===== config.mk =====
export PLATFORM = sky130hd
export DESIGN_NAME = controle_robo
export DESIGN_NICKNAME = d
export VERILOG_FILES = /design/src/rtl/pacote_robo.sv /design/src/rtl/temporizador_espera.sv /design/src/rtl/controle_robo.sv
export SDC_FILE = /design/constraint.sdc
export NUM_CORES = 1
export LEC_CHECK = 0
export ABC_AREA = 1
export ABC_CLOCK_PERIOD_IN_PS = 1500
export CAP_MARGIN = 25
export CORE_MARGIN = 1
export CORE_UTILIZATION = 45
export CTS_CLUSTER_SIZE = 40
export DETAILED_ROUTE_END_ITERATION = 16
export PLACE_DENSITY = 0.85
export SLEW_MARGIN = 20
export SYNTH_ARGS = -nofsm -noshare
export SYNTH_HDL_FRONTEND = slang
export SYNTH_HIERARCHICAL = 1
export SYNTH_SLANG_ARGS = --single-unit

===== constraint.sdc =====
create_clock -name clock -period 1.5 [get_ports clock]
set_input_delay 0.3 -clock clock [delete_from_list [all_inputs] [get_ports clock]]
set_output_delay 0.3 -clock clock [all_outputs]
set_load 0.01 [all_outputs]

===== src/rtl/pacote_robo.sv =====
// rtl/pacote_robo.sv - shared states, sensor bundle and map constants for the robot sequencer
package pacote_robo;

  typedef enum logic [3:0] {
    S_IDLE    = 4'd0,
    S_SENSE   = 4'd1,
    S_REMOVE  = 4'd2,
    S_TURN_L  = 4'd3,
    S_TURN_R  = 4'd4,
    S_ADVANCE = 4'd5,
    S_WAIT    = 4'd6,
    S_DONE    = 4'd7,
    S_ERRO    = 4'd8
  } estado_t;

  typedef struct packed {
    logic head;
    logic left;
    logic under;
    logic barrier;
  } sensores_t;

  // Orientation runs clockwise, the same direction one girar pulse rotates.
  localparam logic [1:0] N = 2'd0;
  localparam logic [1:0] E = 2'd1;
  localparam logic [1:0] S = 2'd2;
  localparam logic [1:0] W = 2'd3;

  localparam int ROWS = 10;
  localparam int COLS = 20;

  // A left turn is three clockwise quarter turns.
  localparam logic [1:0] TURNS_LEFT = 2'd3;

endpackage


===== src/rtl/temporizador_espera.sv =====
// rtl/temporizador_espera.sv - settle down-counter, expired once SETTLE wait cycles have elapsed
module temporizador_espera #(
  parameter int SETTLE = 1
) (
  input  logic clock,
  input  logic reset,
  input  logic load,
  output logic expired
);

  localparam int CW = (SETTLE > 1) ? $clog2(SETTLE) : 1;

  logic [CW-1:0] r_count;

  // Loaded during the command cycle, so the first wait cycle already sees SETTLE-1 remaining.
  always_ff @(posedge clock) begin
    if (!reset) begin
      r_count <= '0;
    end else if (load) begin
      r_count <= CW'(SETTLE - 1);
    end else if (r_count != '0) begin
      r_count <= r_count - CW'(1);
    end
  end

  assign expired = (r_count == '0);

endmodule


===== src/rtl/controle_robo.sv =====
// rtl/controle_robo.sv - left-hand wall-following sequencer; CONTROLE_STEP_LIMIT_EN enables the advance limit
module controle_robo
  import pacote_robo::*;
#(
  parameter int SETTLE    = 1,
  parameter int STEP_W    = 10,
  parameter int MAX_STEPS = 200
) (
  input  logic              clock,
  input  logic              reset,
  input  logic              start,
  input  logic              parar,
  input  logic              head_in,
  input  logic              left_in,
  input  logic              under_in,
  input  logic              barrier_in,
  output logic              avancar,
  output logic              girar,
  output logic              remover,
  output logic              busy,
  output logic              done,
  output logic              erro,
  output logic [STEP_W-1:0] step_count,
  output logic [3:0]        estado
);

  estado_t           r_state;
  estado_t           w_next;
  logic [STEP_W-1:0] r_step;
  logic [1:0]        r_turn;
  logic              r_adv;
  logic              r_avancar;
  logic              r_girar;
  logic              r_remover;
  logic              w_load;
  logic              w_expired;
  logic              w_rest;
  sensores_t         w_sens;

  assign w_sens = {head_in, left_in, under_in, barrier_in};
  assign w_rest = (r_state == S_IDLE) || (r_state == S_DONE) || (r_state == S_ERRO);
  assign w_load = (r_state == S_REMOVE) || (r_state == S_ADVANCE) ||
                  (r_state == S_TURN_R) || (r_state == S_TURN_L);

`ifdef CONTROLE_STEP_LIMIT_EN
  localparam logic [STEP_W-1:0] W_MAX = STEP_W'(MAX_STEPS);
`else
  logic w_unused_max;
  assign w_unused_max = (MAX_STEPS != 0);
`endif

  temporizador_espera #(.SETTLE(SETTLE)) u_espera (
    .clock   (clock),
    .reset   (reset),
    .load    (w_load),
    .expired (w_expired)
  );

  always_comb begin
    w_next = r_state;
    case (r_state)
      S_IDLE, S_DONE, S_ERRO: begin
        if (start) w_next = S_SENSE;
      end
      S_SENSE: begin
        if (w_sens.under) w_next = S_DONE;
`ifdef CONTROLE_STEP_LIMIT_EN
        else if (r_step == W_MAX) w_next = S_ERRO;
`endif
        else if (w_sens.barrier) w_next = S_REMOVE;
        // After a completed left turn the robot must step into the opening it turned toward.
        else if (r_adv) w_next = w_sens.head ? S_TURN_R : S_ADVANCE;
        else if (!w_sens.left) w_next = S_TURN_L;
        else if (!w_sens.head) w_next = S_ADVANCE;
        else w_next = S_TURN_R;
      end
      S_REMOVE, S_ADVANCE, S_TURN_R, S_TURN_L: begin
        w_next = S_WAIT;
      end
      S_WAIT: begin
        if (w_expired) begin
          w_next = (r_turn != 2'd0 && r_turn != TURNS_LEFT) ? S_TURN_L : S_SENSE;
        end
      end
      default: w_next = S_IDLE;
    endcase
    if (parar) w_next = S_IDLE;
  end

  always_ff @(posedge clock) begin
    if (!reset) begin
      r_state   <= S_IDLE;
      r_step    <= '0;
      r_turn    <= 2'd0;
      r_adv     <= 1'b0;
      r_avancar <= 1'b0;
      r_girar   <= 1'b0;
      r_remover <= 1'b0;
    end else begin
      r_state   <= w_next;
      r_avancar <= (w_next == S_ADVANCE);
      r_girar   <= (w_next == S_TURN_L) || (w_next == S_TURN_R);
      r_remover <= (w_next == S_REMOVE);
      if (w_rest && w_next == S_SENSE) begin
        r_step <= '0;
        r_turn <= 2'd0;
        r_adv  <= 1'b0;
      end else begin
        if (r_avancar && r_step != '1) r_step <= r_step + STEP_W'(1);
        if (w_next == S_IDLE) begin
          r_turn <= 2'd0;
        end else if (r_state == S_TURN_L) begin
          r_turn <= r_turn + 2'd1;
        end else if (r_state == S_WAIT && w_next == S_SENSE && r_turn == TURNS_LEFT) begin
          r_turn <= 2'd0;
          r_adv  <= 1'b1;
        end
        if (r_state == S_SENSE && r_adv && (w_next == S_ADVANCE || w_next == S_TURN_R)) begin
          r_adv <= 1'b0;
        end
      end
    end
  end

  assign avancar    = r_avancar;
  assign girar      = r_girar;
  assign remover    = r_remover;
  assign busy       = !w_rest;
  assign done       = (r_state == S_DONE);
  assign step_count = r_step;
  assign estado     = r_state;

`ifdef CONTROLE_STEP_LIMIT_EN
  assign erro = (r_state == S_ERRO);
`else
  assign erro = 1'b0;
`endif

endmodule

* Word level (Yosys, flattened, before mapping) *
Cells that the tools add are included.

storage, ports and cells
  register bits after elaboration = 21
  bits in latches = 0
  memory bits (writable) = 0
  bits in read-only memories = 0
  bits of input ports = 8
  memories = 0

cells by class
  add/sub/neg operators = 3
  multiply operators = 0
  divide/modulo/power cells = 0
  order comparisons = 0
  equality and inequality tests = 16
  shift-type cells = 0
  muxes and demuxes = 12
  bitwise operators = 4
  reduce and logical (&&, ||, !) cells = 26

operators with widths
  operator               count
  $eq 4x3->1 const B     6
  $eq 4x2->1 const B     4
  $pmux 4 s4             1
  $mux 3                 4
  $mux 4                 3
  $reduce_or 3->1        4
  $add 10x1->10 const B  1
  $ne 10x10->1 const B   1
  $eq 4x1->1 const B     2
  $logic_not 4->1        2
  $logic_and 1x1->1      7
  $logic_or 1x1->1       7
  $mux 2                 3
  $eq 4x4->1 const B     1
  $not 1->1              4
  $reduce_bool 2->1      2
  $reduce_or 4->1        1
  $reduce_and 3->1       1
  $add 2x1->2 const B    1
  $eq 2x2->1 const B     1
  $ne 2x2->1 const B     1
  $reduce_or 2->1        1
  $logic_not 1->1        1
  $mux 1                 1
  $sub 1x1->1 const B    1

* Logic depth before layout (Yosys ltp) *
Gate-level depths: netlist of the first run.

  word-level depth = 12
  gate-level depth with buffers = 12
  gate-level depth less buffers = 12

* Cells and area by module *
The synthesis of the first run kept the hierarchy.

modules (own cells, without submodules)
  module               instances  cells each  area each (µm²)  sequential area each (µm²)
  controle_robo        1          171         1255.0           400.4
  temporizador_espera  1          3           27.5             20.0

* Least setup slack after synthesis of the first run *
OpenSTA, ideal clock, no wires.

  kind = flip-flop to flip-flop
  from = register r_turn[0]
  to = register r_step[6], in the netlist step_count[6]
  arrival = 1.432 ns
  required time = 1.382 ns
  setup slack = -0.050 ns
  cell stages (with the launch flop) = 12
  buffers on the path = 0
  clock period less this slack = 1.550 ns
  path through = dfxtp_1 ha_1 nand2_1 o21ai_0 nand2_1 nand2_1 nor2_2 nor2_4 nor2_8 nand3_4 nand2_8 nor2_4

on the way
  word-level cells in the longest chain between the ends = 9
  elaborated cells between the ends (all ways) = 10
  those cells by class = 2 x eq/ne; 4 x mux; 4 x reduce/logical

RTL lines
  what                                                    RTL line              RTL
  from (decl)                                             controle_robo.sv:30   logic [1:0] r_turn;
  from (signal assigned)                                  controle_robo.sv:113  r_turn <= r_turn + 2'd1;
  $ne 2x2->1 / $reduce_bool 2->1 (equally long branches)  controle_robo.sv:82   w_next = (r_turn != 2'd0 && r_turn != TURNS_LEFT) ? S_TURN_L : S_SENSE;
  $logic_and 1x1->1 (*)                                   controle_robo.sv:82
  $mux 2 (*)                                              controle_robo.sv:82
  $mux 4 (*)                                              controle_robo.sv:81   if (w_expired) begin
  $pmux 4 s4 (*)                                          controle_robo.sv:61   case (r_state)
  $mux 4 (*)                                              controle_robo.sv:87   if (parar) w_next = S_IDLE;
  $eq 4x1->1 (*)                                          controle_robo.sv:104  if (w_rest && w_next == S_SENSE) begin
  $logic_and 1x1->1 (*)                                   controle_robo.sv:104
  $reduce_or 2->1 (no line) (*)                           --
  to (signal assigned)                                    controle_robo.sv:109  if (r_avancar && r_step != '1) r_step <= r_step + STEP_W'(1);
  to (decl)                                               controle_robo.sv:29   logic [STEP_W-1:0] r_step;

Mark *: on every way between the ends. The rest lies on a longest branch, timed or not.
A chain may end at the register's enable or synchronous reset.

* Worst setup path after layout of the first run *
  from = register r_turn[1]
  to = register r_step[0], in the netlist step_count[0]

The elaborated chain is that of the path after synthesis.

==> run summary, run 1 <==
The flow ran to the end, but the final reports show violations. The final reports fail on negative setup slack. The overall die height works out to 55.3 microns. Detailed routing inserted a total of 1297 vias. Post-route setup TNS: -1.34 ns. The min-delay analysis places its worst path in the category reg -> reg.

The kind of cell with the highest combined delay on the critical path is simple AND/OR/NAND/NOR gates. The core region is 0.00259 sq mm. Across all register-to-register paths, the minimum setup slack is -0.11 ns.

Start-to-end type of the worst setup path: reg -> reg. Setup violations remaining at the end of the flow were counted as 15. VDD sags by at most 0.000619 V. The first-iteration detailed-routing DRC count is 40. Setup repair after global routing could not meet its margin everywhere.

Along the worst path, the maximum fanout reaches 5. The number of clock buffers added by TritonCTS is 3. The aggregate global routing overflow came out at 0. Slowest library cell on the worst path: dfxtp_2. The synthesized netlist net count is 183, and the number of nets in the final layout is 239.

Prior to clock tree synthesis, the placed netlist has a worst setup slack of -0.388 ns. HPWL after detailed placement: 2390 microns. After detailed routing, the number of vias per cell comes to 5.03. The via count of the first global-routing pass is 1273. The tools report the max-slew violation count as 0. Share of layout cells above drive strength 1: 0.430.

The logs give 3400 microns for the total wire length and 21 for the sink count of the clock tree. The overall track demand over capacity in global routing came out at 0.236. The final hold violation count was 0.

The wire length of the first global-routing pass came out at 5790 microns. The die is 55.3 microns wide. The tool flagged a number of max-cap violations equal to 0. Excluding fillers, the count of instances in the completed layout stands at 258. In the synthesized netlist, the number of instances is 173. The number of antenna diodes is 0, and the routability-driven placement congestion ratio is 0.859.

The Yosys step of the flow raised 6 warnings. The I/O pin count came out at 28. The post-route clock period utilization was 1.07; the netlist area before placement was 0.00128 sq mm.

Clock latency on the worst-skew pair, taken at its later pin, is 0.30 ns. The most common library cell in the layout ignoring fill and taps was nand2_1. For this design the static power due to leakage is 0.886 nW. The first detailed-routing pass ran for 4 iterations. Dividing total power by cell area gives a power density of 592 mW/mm^2. Worst endpoint data arrival time: 1.81 ns. In this run the critical register-to-register path is captured at step_count[0]$_SDFFE_PP0P_. The count of cell instances traversed by the critical path came out at 11. The beginning of the worst hold path is step_count[7]$_SDFFE_PP0P_. The run gives 0 as the number of remaining DRC errors. The worst register-to-register path has a depth of 11. For the number of antenna violations at the first check in global routing, the log shows 0.

The startpoint of the worst-slack reg-to-reg timing path is r_turn[1]$_SDFFE_PP0P_. TritonCTS built the clock tree. The level count of the clock H-tree was 1; the share of the core filled with cells was 0.728. Traced cell by cell, the critical path runs through ha_4 -> nand2_1 -> o21ai_1 -> nand2_1 -> nand2_2 -> nor2_4 -> nor2_4 -> nor2_8 -> nand3_4 -> nand2_4 -> a21oi_2. In this run, post-CTS hold repair placed 0 buffers. Buffers placed on the I/O ports in this run total 26. The worst path buffer plus inverter count was 0; the total placed cells including tap cells was 248. The worst hold path passes through 2 cells.

After clock tree synthesis, the clock-pin slew on the worst setup and hold paths is 0.11 ns. For this run, the slowest stage of the critical path takes 0.35 ns. The initial cell density of the core was 0.494.

Achievable frequency: 620 MHz. The maximum buffer depth of the clock tree is 2, and the area added between synthesis and finish is 47.5%. In this run the worst setup path begins at r_turn[1]$_SDFFE_PP0P_.

The tools report the setup clock skew after layout as 0.00504 ns. The die covers 0.00306 sq mm. The tools report the sort of element at the start of the critical path as a flip-flop. The count of nets left with antenna violations once routing finished came out at 0.

The required time of the critical path is 1.70 ns, and the post-detailed-route wirelength per cell is 13.2 microns. After synthesis, the mean cell area works out to 7.39 sq um. The tools report the number of core rows as 18. In the layout the commonest cells are nand2_1, buf_4, inv_1, dlygate4sd2_1, nor2_1.

The final critical path time including I/O delays and setup works out to 1.61 ns. Entering global routing, the biggest net connects 12 pins. The worst setup path is captured at a flip-flop. In this run the clock root is driven by a clkbuf_4. For hold timing, the worst endpoint is step_count[7]$_SDFFE_PP0P_. For the setup slack of the critical path after layout, the log shows -0.112 ns.
## worst register-to-register path, stage by stage (launching register included)
cell,delay [ns]
dfxtp_2,0.35
ha_4,0.23
nand2_1,0.06
o21ai_1,0.05
nand2_1,0.09
nand2_2,0.07
nor2_4,0.12
nor2_4,0.07
nor2_8,0.11
nand3_4,0.15
nand2_4,0.16
a21oi_2,0.04
## flip-flops by register name, summed over array words and instances, names as in the netlist
name,cells
step_count,10
r_adv,1
r_turn,2
girar,1
avancar,1
u_espera/r_count,1
estado,4
remover,1
## timing repair
item | in CTS | in global routing
gates cloned | 1 | 0
buffers inserted | 2 | 3
pin swaps | 2 | 6
resized for setup | 48 | 7
setup endpoints to repair | 31 | 19
## layout make-up
type                    instances  area, sq um
multi-input cells             124          838
fillers                       194          704
flip-flops and latches         21          447
repair buffers                 51          432
inverters                      28          105
well taps                      30         37.5
clock buffers                   4         26.3
## how the worst max path moves through the flow
stage                                            end
after CTS                 step_count[5]$_SDFFE_PP0P_
after floorplan           step_count[0]$_SDFFE_PP0P_
after global placement    step_count[0]$_SDFFE_PP0P_
final                     step_count[0]$_SDFFE_PP0P_
after global routing      step_count[2]$_SDFFE_PP0P_
after detailed placement  step_count[6]$_SDFFE_PP0P_
## where the power goes
part,internal [mW],switching (mW)
Sequential,0.562,0.00690
Clock,0.104,0.167
Combinational,0.117,0.159
Total,0.783,0.334
## metrics by stage
stage	power [mW]	hold slack, ns	area, sq um
after floorplan	0.729	0.433	1300
after global placement	0.816	0.474	1740
after detailed placement	0.823	0.481	1740
after CTS	1.11	0.506	1840
after global routing	1.17	0.536	1890
final	1.12	0.509	1890
## per-layer routing
layer / global-route usage / part of all wire / vias to the layer above
met2: 0.391 / 0.48 / 41
met3: 0.0375 / 0.050 / 11
met4: 0.0929 / 0.021 / 0
li1: - / - / 652
met1: 0.308 / 0.45 / 593
met5: 0 / 0 / -
(Power assumes the default switching activity.)
==> run 2: changes to the inputs <==
CTS_CLUSTER_DIAMETER = 50   (was not set)
==> results of run 2 <==
No change in the layout: final DEF, timing and power equal those of run 1.
==> run 3: changes to the inputs <==
TNS_END_PERCENT = 10   (was not set)
==> run summary, run 3 (synthesized netlist as in run 1, its figures left out) <==
The run gives 0.705 (-0.0227) as the share of the core filled with cells. The slack of the worst reg-to-reg path came out at -0.1 ns (+0.02 ns). For the achievable frequency, the log shows 626 MHz (+0.98%). The clock buffer count from CTS is 3 (unchanged), and the number of antenna diodes is 0 (unchanged). The number of antenna violations at the first check in global routing came out at 0 (unchanged). TritonCTS built the clock tree. The max-slew violation count was 0 (unchanged). The core footprint came out at 0.00259 sq mm (unchanged). The library cell used most frequently in the layout, excluding fill and tap cells, is nand2_1.

The run gives 1276 (-1.6%) as the via total after detailed routing. I/O pin count: 28 (unchanged). Sort of element at the start of the critical path: a flip-flop. The run gives -1.18 ns (+0.158 ns) as the post-route setup TNS.

The start-to-end type of the worst setup path is reg -> reg. The total placed cells including tap cells was 248 (unchanged). The horizontal extent of the die works out to 55.3 microns (unchanged). The first-iteration detailed-routing DRC count was 48 (+20%). The post-route clock period utilization was 1.06 (-0.0104); the number of core rows was 18 (unchanged). For the number of buffers inserted by hold repair at cts, the log shows 0 (unchanged). HPWL after detailed placement: 2390 microns (unchanged).

The worst endpoint data arrival time was 1.81 ns (about the same); the clock-pin slew on the worst setup and hold paths was 0.11 ns (about the same). The startpoint of the worst-slack reg-to-reg timing path is estado[0]$_SDFF_PN0_. The initial cell density of the core is 0.494 (unchanged). The via count of the first global-routing pass is 1211 (-4.9%), and the level count of the clock H-tree is 1 (unchanged).

Slowest library cell on the worst path: dfxtp_4. The run gives 234 (-2.1%) as the number of nets in the final layout. The flow ran to the end, but the final reports show violations. The power per standard cell area came out at 599 mW/mm^2 (+1.1%). Setup repair after global routing could not meet its margin everywhere. The final reports fail on negative setup slack.

For the number of remaining DRC errors, the log shows 0 (unchanged). The final hold violation count was 0 (unchanged); the flip-flop count of the largest register, all copies and words added was 10 (unchanged). The library cells used most frequently in the layout, excluding fill and tap cells, are nand2_1, inv_1, buf_4, dlygate4sd2_1. The sink count of the clock tree was 21 (unchanged).

The endpoint identified for the worst register-to-register timing path is step_count[4]$_SDFFE_PP0P_. The overall track demand over capacity in global routing came out at 0.218 (-0.0182). Compared with the post-synthesis result, the final layout area differs by 42.9%.

The maximum buffer depth of the clock tree was 2 (unchanged). The start point of the critical path was estado[0]$_SDFF_PN0_. The clock latency at the later pin of the worst-skew pair is 0.30 ns (about the same). The maximum fanout encountered on the critical timing path was 10 (+5); the final critical path time including I/O delays and setup was 1.60 ns (-0.0156 ns). The signal on the critical path passes through buf_6 -> nor2_4 -> nand2_2 -> nor2_2 -> a21oi_2 -> nand2_2 -> nand2_4 -> nor2_8 -> nand3_4 -> nand2_8 -> nor2_2.

The tools report the count of maximum capacitance violations as 0 (unchanged). The aggregate global routing overflow was 0 (unchanged); the total of buffers placed on input and output ports was 26 (unchanged). The root buffer cell was clkbuf_4.

For the floorplan die area, the log shows 0.00306 sq mm (unchanged). The most critical setup path has its endpoint at step_count[4]$_SDFFE_PP0P_. The logs give 0.859 (unchanged) for the routability-driven placement congestion ratio and 3230 microns (-5.1%) for the total wire length. Setup slack of the critical path after layout: -0.0963 ns (+0.0156 ns). For the final number of setup-violating endpoints, the log shows 14 (-1). The fill cell total of the finished layout is 205 (+5.7%), and the residual antenna-violating net count after detailed routing is 0 (unchanged). The largest stage delay on the critical path is 0.37 ns (+0.02 ns), and the leakage power is 0.861 nW (-2.7%).

The post-detailed-route wirelength per cell was 12.7 microns (-3.2%); the overall die height was 55.3 microns (unchanged). The wire length of the first global-routing pass came out at 5430 microns (-6.2%). Setup clock skew after layout: 0.00212 ns (-0.00292 ns). The share of layout cells above drive strength 1 was 0.413 (-0.0173); the count of cells along the worst register-to-register path was 11 (unchanged).

Count of non-filler cells in the finished layout: 253 (-1.9%). Largest net degree at the start of global routing: 12 (unchanged). The min-delay analysis places its worst path in the category reg -> reg. Detailed-routing iteration count for the pre-antenna-repair pass: 4 (unchanged). Maximum resistive drop on vdd: 0.000619 V (+0.11%). The type of destination of the critical path was a flip-flop.

The mean number of vias per cell was 5.04 (+0.33%). For the required time of the critical path, the log shows 1.71 ns (about the same).
run 3: cell types whose count changed in the layout (fill, tap and decap cells not counted), sizes merged:
| cell | delta |
|---|---|
| nand2 | -1 |
| clkdlybuf4s15 | -1 |
| buf | -3 |
run 3: how the worst min path moves through the flow:
stage / startpoint / end / slack, ns / depth (start not counted)
after floorplan: reset / r_turn[1]$_SDFFE_PP0P_ / 0.43 / 2
after global placement: r_adv$_SDFFE_PP0P_ / r_adv$_SDFFE_PP0P_ / 0.47 / 2
after detailed placement: r_adv$_SDFFE_PP0P_ / r_adv$_SDFFE_PP0P_ / 0.48 / 2
after CTS: r_adv$_SDFFE_PP0P_ / r_adv$_SDFFE_PP0P_ / 0.51 / 2
after global routing: step_count[7]$_SDFFE_PP0P_ / step_count[7]$_SDFFE_PP0P_ / 0.54 / 2
final: r_adv$_SDFFE_PP0P_ / r_adv$_SDFFE_PP0P_ / 0.50 / 2
run 3: cell type report:
| class | count | area (sq um) | share of cell area |
|---|---|---|---|
| clock buffers | 4 | 26.3 | 0.0144 |
| well taps | 30 | 37.5 | 0.0205 |
| flip-flops and latches | 21 | 447 | 0.245 |
| repair buffers | 47 | 395 | 0.216 |
| inverters | 28 | 108 | 0.0589 |
| multi-input cells | 123 | 813 | 0.445 |
run 3: per-stage QoR:
stage	setup slack, ns	cell area [sq um]	power [mW]	hold slack [ns]
after floorplan	0.00850	1300	0.729	0.433
after global placement	-0.316	1740	0.816	0.474
after detailed placement	-0.388	1740	0.823	0.481
after CTS	-0.0467	1800	1.09	0.506
after global routing	-0.180	1830	1.15	0.536
final	-0.0963	1830	1.09	0.501
run 3: report_power, final:
part,internal [mW],switching [mW],leakage (nW)
registers,0.562,0.00697,0.178
logic,0.107,0.147,0.669
clock network,0.104,0.167,0.0150
run 3: worst max-delay path: cells and delay by family (launching register included):
kind	cells	cell delay, ns
simple gates	9	0.92
flops	1	0.37
buf+inv	1	0.13
compound gates	1	0.06
run 3: what timing repair did:
item	in CTS	in global routing
gates resized for setup	46	9
setup endpoints to repair	31	19
pin swaps	8	4
setup buffers	1	0
run 3: layer usage:
layer  vias up  track usage  wire [microns]
li1        639            -               -
met1       580        0.300            1450
met2        50        0.348            1530
met3         7       0.0351             204
met4         0       0.0714              44
met5         -            0               0
